$ cat src/rtl/psk_rx_sequencer.sv
// Bring-up and supervision sequencer for the PSK Rx demodulator: reset hold,
// wide-loop acquisition, narrow-loop tracking, and a valid-strobe watchdog with bounded retries.
module psk_rx_sequencer #(
  parameter int RST_CYC     = 16,
  parameter int ACQ_SYMS    = 64,
  parameter int VLD_TIMEOUT = 256,
  parameter int ACQ_SHIFT   = 1,
  parameter int TRK_SHIFT   = 3,
  parameter int MAX_RETRY   = 3
) (
  input  logic       clk_16M384,
  input  logic       rst_16M384,
  input  logic       start,
  input  logic       stop,
  input  logic       cfg_bpsk,
  input  logic [3:0] cfg_mode,
  input  logic       rx_vld,
  output logic       rx_rst,
  output logic       is_bpsk,
  output logic [3:0] FEEDBACK_SHIFT,
  output logic [3:0] MODE_CTRL,
  output logic [2:0] state,
  output logic       locked,
  output logic       fail,
  output logic [3:0] retry_cnt
);

  localparam int RW = $clog2(RST_CYC + 1);
  localparam int SW = $clog2(ACQ_SYMS + 1);
  localparam int WW = $clog2(VLD_TIMEOUT + 1);

  localparam logic [RW-1:0] RST_LAST  = RW'(RST_CYC - 1);
  localparam logic [SW-1:0] SYM_LAST  = SW'(ACQ_SYMS - 1);
  localparam logic [WW-1:0] WD_LAST   = WW'(VLD_TIMEOUT - 1);
  localparam logic [3:0]    MAX_R     = 4'(MAX_RETRY);
  localparam logic [3:0]    ACQ_GAIN  = 4'(ACQ_SHIFT);
  localparam logic [3:0]    TRK_GAIN  = 4'(TRK_SHIFT);

  typedef enum logic [2:0] {
    S_IDLE  = 3'd0,
    S_RESET = 3'd1,
    S_ACQ   = 3'd2,
    S_TRACK = 3'd3,
    S_FAIL  = 3'd4
  } state_t;

  state_t        state_reg, state_next;
  logic [RW-1:0] rst_cnt_reg, rst_cnt_next;
  logic [SW-1:0] sym_cnt_reg, sym_cnt_next;
  logic [WW-1:0] wd_cnt_reg, wd_cnt_next;
  logic [3:0]    retry_reg, retry_next;
  logic          is_bpsk_reg, is_bpsk_next;
  logic [3:0]    mode_reg, mode_next;
  logic          rx_rst_reg, locked_reg, fail_reg;
  logic [3:0]    fb_shift_reg;
  logic          watching;
  logic          timeout;
  logic [3:0]    retry_inc;

  assign watching  = (state_reg == S_ACQ) || (state_reg == S_TRACK);
  assign timeout   = watching && !rx_vld && (wd_cnt_reg == WD_LAST);
  assign retry_inc = (retry_reg == 4'hf) ? 4'hf : retry_reg + 4'd1;

  always_comb begin
    state_next   = state_reg;
    rst_cnt_next = rst_cnt_reg;
    sym_cnt_next = sym_cnt_reg;
    retry_next   = retry_reg;
    is_bpsk_next = is_bpsk_reg;
    mode_next    = mode_reg;
    wd_cnt_next  = '0;
    if (watching) begin
      wd_cnt_next = rx_vld ? '0 : wd_cnt_reg + 1'b1;
    end

    if (stop) begin
      state_next   = S_IDLE;
      rst_cnt_next = '0;
      sym_cnt_next = '0;
    end else begin
      case (state_reg)
        S_IDLE, S_FAIL: begin
          if (start) begin
            is_bpsk_next = cfg_bpsk;
            mode_next    = cfg_mode;
            retry_next   = 4'd0;
            rst_cnt_next = '0;
            sym_cnt_next = '0;
            state_next   = S_RESET;
          end
        end
        S_RESET: begin
          if (rst_cnt_reg == RST_LAST) begin
            rst_cnt_next = '0;
            sym_cnt_next = '0;
            state_next   = S_ACQ;
          end else begin
            rst_cnt_next = rst_cnt_reg + 1'b1;
          end
        end
        S_ACQ, S_TRACK: begin
          if (timeout) begin
            retry_next   = retry_inc;
            sym_cnt_next = '0;
            rst_cnt_next = '0;
            state_next   = (retry_inc < MAX_R) ? S_RESET : S_FAIL;
          end else if (rx_vld && state_reg == S_ACQ) begin
            if (sym_cnt_reg == SYM_LAST) begin
              sym_cnt_next = '0;
              state_next   = S_TRACK;
            end else begin
              sym_cnt_next = sym_cnt_reg + 1'b1;
            end
          end
        end
        default: state_next = S_IDLE;
      endcase
    end

    // Watchdog restarts on every state entry.
    if (state_next != state_reg) begin
      wd_cnt_next = '0;
    end
  end

  // Rx-facing outputs are decoded from the next state so they change with the state register.
  always_ff @(posedge clk_16M384) begin
    if (rst_16M384) begin
      state_reg    <= S_IDLE;
      rst_cnt_reg  <= '0;
      sym_cnt_reg  <= '0;
      wd_cnt_reg   <= '0;
      retry_reg    <= 4'd0;
      is_bpsk_reg  <= 1'b1;
      mode_reg     <= 4'd0;
      rx_rst_reg   <= 1'b1;
      locked_reg   <= 1'b0;
      fail_reg     <= 1'b0;
      fb_shift_reg <= ACQ_GAIN;
    end else begin
      state_reg    <= state_next;
      rst_cnt_reg  <= rst_cnt_next;
      sym_cnt_reg  <= sym_cnt_next;
      wd_cnt_reg   <= wd_cnt_next;
      retry_reg    <= retry_next;
      is_bpsk_reg  <= is_bpsk_next;
      mode_reg     <= mode_next;
      rx_rst_reg   <= (state_next != S_ACQ) && (state_next != S_TRACK);
      locked_reg   <= (state_next == S_TRACK);
      fail_reg     <= (state_next == S_FAIL);
      fb_shift_reg <= (state_next == S_TRACK) ? TRK_GAIN : ACQ_GAIN;
    end
  end

  assign state          = state_reg;
  assign rx_rst         = rx_rst_reg;
  assign is_bpsk        = is_bpsk_reg;
  assign FEEDBACK_SHIFT = fb_shift_reg;
  assign MODE_CTRL      = mode_reg;
  assign locked         = locked_reg;
  assign fail           = fail_reg;
  assign retry_cnt      = retry_reg;

endmodule

$ cat config.mk
export PLATFORM = sky130hd
export DESIGN_NAME = psk_rx_sequencer
export DESIGN_NICKNAME = d
export VERILOG_FILES = /design/src/rtl/psk_rx_sequencer.sv
export SDC_FILE = /design/constraint.sdc
export NUM_CORES = 1
export LEC_CHECK = 0
export ABC_AREA = 1
export CORE_MARGIN = 2
export CORE_UTILIZATION = 56
export CTS_CLUSTER_SIZE = 12
export DETAILED_ROUTE_END_ITERATION = 8
export PLACE_DENSITY = 0.83
export SETUP_SLACK_MARGIN = 0.2
export SLEW_MARGIN = 25
export SYNTH_ARGS = -nofsm -noshare
export SYNTH_HDL_FRONTEND = slang
export SYNTH_SLANG_ARGS = --single-unit
$ cat constraint.sdc
create_clock -name clk_16M384 -period 5.25 [get_ports clk_16M384]
set_clock_uncertainty 0.05 [all_clocks]
set_input_delay 0.7875 -clock clk_16M384 [delete_from_list [all_inputs] [get_ports clk_16M384]]
set_output_delay 0.7875 -clock clk_16M384 [all_outputs]
set_load 0.02 [all_outputs]
==> summary.md <==
| Metric | Value |
|---|---|
| Status | `finished clean` |
| Max reg flops | `9` |
| WP depth | `1` |
| CTS buffer count | `5` |
| N_diodes | `0` |
| Core area | `3028 um2` |
| Top Ports | `29` |
| Die H | `60.27 um` |
| CTS resizes | `0` |
| CTS Hold Bufs | `0` |
| CP max stage delay | `0.66 ns` |
| LEAKAGE | `0.8415 nW` |
| Crit start category | `flip-flop` |
| Area grow syn2layout | `19.05%` |
| Final Wtd Congestion | `0.8506` |
| CTS tree | `yes` |
| Register area share after synthesis | `0.4065` |
| Reg2Reg Depth | `11` |
| Min-delay src | `sym_cnt_reg[6]` |
| CP Capture Point | `state[1]` |
| Gr usage total | `0.2234` |
| Post-route antenna net violation count | `0` |
| Fmax | `0.4350 GHz` |
| Final nets | `300` |
| Cell Rows | `20` |
| Largest net degree at the start of global routing | `12` |
| Cell Area, Placed | `2048 um2` |
| Worst flop-to-flop path startpoint | `wd_cnt_reg[0]` |
| DIE WIDTH | `60.27 um` |
| Worst endpoint data arrival time | `1.46 ns` |
| Avg Cell Area, Syn | `6.899 um2` |
| Iter 0 DRT Violations | `133` |
| Vias in the first global route | `1420` |
| DRC viols | `0` |
| Synth warn | `0` |
| Fraction of layout cells with a size suffix above 1 | `0.07343` |
| Post-CTS Setup Inserts | `0` |
| Drt total wl | `3.562 mm` |
| Max Slew Vio Count | `0` |
| Finished Cell Area | `2111 um2` |
| Crit Path Max Fanout | `6` |
| Power Dens Cells | `233.5 nW/um2` |
| Initial antenna violation count | `0` |
| First-pass GRT wire length | `6.058 mm` |
| Synth top area share | `0.4065` |
| Post-synthesis cell count | `257` |
| DRT Pass-1 Iters | `4` |
| Worst-skew pair later-pin latency | `0.34 ns` |
| Crit path time final | `2.299 ns` |
| DP Wirelength | `2.754 mm` |
| Setup slack, reg-to-reg | `3.15 ns` |
| Clock transition at path regs | `0.10 ns` |
| Die ar. | `3632 um2` |
| Synth area leaders | `dfxtp_1 (41%), nand2_1 (11%), nor2_1 (10%)` |
| Total gr overflow | `0` |
| Vias/cell | `4.912` |
| Worst Path Buf+Inv | `1` |
| Slowest cell on the critical path | `clkdlybuf4s50_1` |
| Synth Cell Area | `1773 um2` |
| Clock root buffer | `clkbuf_4` |
| CP delay by family, top | `buffers and inverters` |
| Worst Hold Class | `reg -> reg` |
| WP data required | `4.41 ns` |
| Yosys reg bits | `36` |
| Critical path startpoint | `state[1]` |
| FF-to-FF End | `rst_cnt_reg[1]` |
| PortBufs | `25` |
| Area leader, netlist | `dfxtp_1` |
| CTS Sinks | `36` |
| Fin util | `0.6971` |
| Tcrit/Tclk final | `0.4378` |
| Clock buffer depth | `2` |
| Final Hold Viols | `0` |
| Critical Path End Type | `output port` |
| Routed WL per cell | `10.79 um` |
| Setup violators final | `0` |
| Setup TNS | `0 ns` |
| Kind of critical path | `reg -> out` |
| Max-cap violations | `0` |
| Vias | `1621` |
| Unique masters post-synth | `23` |
| Crit path cell chain | `clkdlybuf4s50_1` |
| RSZ-0062 raised after global routing | `false` |
| Initial core utilization | `0.5855` |
| CTS H-tree depth | `2` |
| VDD IR max | `191.3 uV` |
[routing by layer]
layer  vias to the layer above  track usage  wire (um)
li1                        872            -          -
met1                       691       0.2944       1724
met2                        53       0.3385       1547
met3                         5      0.08442        246
met4                         0      0.06667         44
met5                         -            0          0
[cell usage in the layout (no fill, tap or decap), types with 3 or more instances in the layout]
master / netlist / routed
xor2_1: 4 / 4
a21oi_1: 12 / 12
dfxtp_1: 36 / 36
nand3_1: 24 / 24
nand2_1: 54 / 54
ha_1: 5 / 5
clkbuf_4: 0 / 5
nand2_2: 3 / 3
nand4_1: 6 / 6
o21ai_0: 14 / 14
conb_1: 2 / 3
or2_2: 3 / 3
clkdlybuf4s50_1: 0 / 25
nor2_1: 48 / 48
inv_1: 27 / 27
nor2_2: 3 / 3
[cell type report]
cell class	instances	area (um2)
inverter	29	108.9
multi-input combinational	188	913.4
timing repair buffer	25	250.2
tap	44	55.05
sequential	36	720.7
fill	270	917.1
clock inverter	1	7.507
clock buffer	7	55.05
[cells in the mapped netlist]
cell,instances
nor3_1,2
xor2_1,4
o21bai_1,2
o21ai_0,14
a21oi_4,1
xnor2_1,2
inv_1,27
o21ai_2,1
clkbuf_1,1
inv_2,2
buf_4,4
nand2_2,3
a21oi_1,12
nor2_2,3
nand2_1,54
nand3_2,1
nand4_1,6
nand3_1,24
conb_1,2
or2_2,3
nor2_1,48
dfxtp_1,36
ha_1,5
[cell families (layout without fill, tap and decap cells)]
logic type	after synthesis	count (layout)	share of synthesized area
flip-flops	36	36	0.4065
XOR/XNOR	6	6	0.02964
AO/OA/AOI/OAI	30	30	0.09598
other	2	3	0.004236
buffers and inverters	34	62	0.08045
AND/OR/NAND/NOR	144	144	0.3479
adder cells (fa/ha/maj)	5	5	0.03529
[per-stage QoR]
stage / hold WS [ns] / total power, mW / instances / worst slack, ns
2_1_floorplan: 0.3679 / 0.3223 / 258 / 3.459
3_3_place_gp: 0.3768 / 0.3422 / 322 / 2.983
3_5_place_dp: 0.3855 / 0.3429 / 322 / 2.952
4_1_cts: 0.4006 / 0.4989 / 330 / 2.930
5_1_grt: 0.4292 / 0.5218 / 330 / 2.877
6_report: 0.3965 / 0.4929 / 330 / 2.951
[power breakdown]
group	switching, mW	internal [mW]
sequential	0.00412	0.278
clock	0.0902	0.0655
combinational	0.0323	0.0225
total	0.127	0.366
[worst min-delay path by stage]
stage | cells after the start | slack, ns | to
2_1_floorplan | 1 | 0.37 | wd_cnt_reg[0]
3_3_place_gp | 1 | 0.38 | wd_cnt_reg[0]
3_5_place_dp | 2 | 0.39 | sym_cnt_reg[6]
4_1_cts | 2 | 0.40 | sym_cnt_reg[6]
5_1_grt | 1 | 0.43 | wd_cnt_reg[0]
6_report | 2 | 0.40 | sym_cnt_reg[6]
[tightest hold or removal path, delay by kind of cell (launching register included)]
kind	cells	cell delay (ns)
flip-flops	1	0.32
AO/OA/AOI/OAI	1	0.03
AND/OR/NAND/NOR	1	0.06
(Power assumes the default switching activity.)
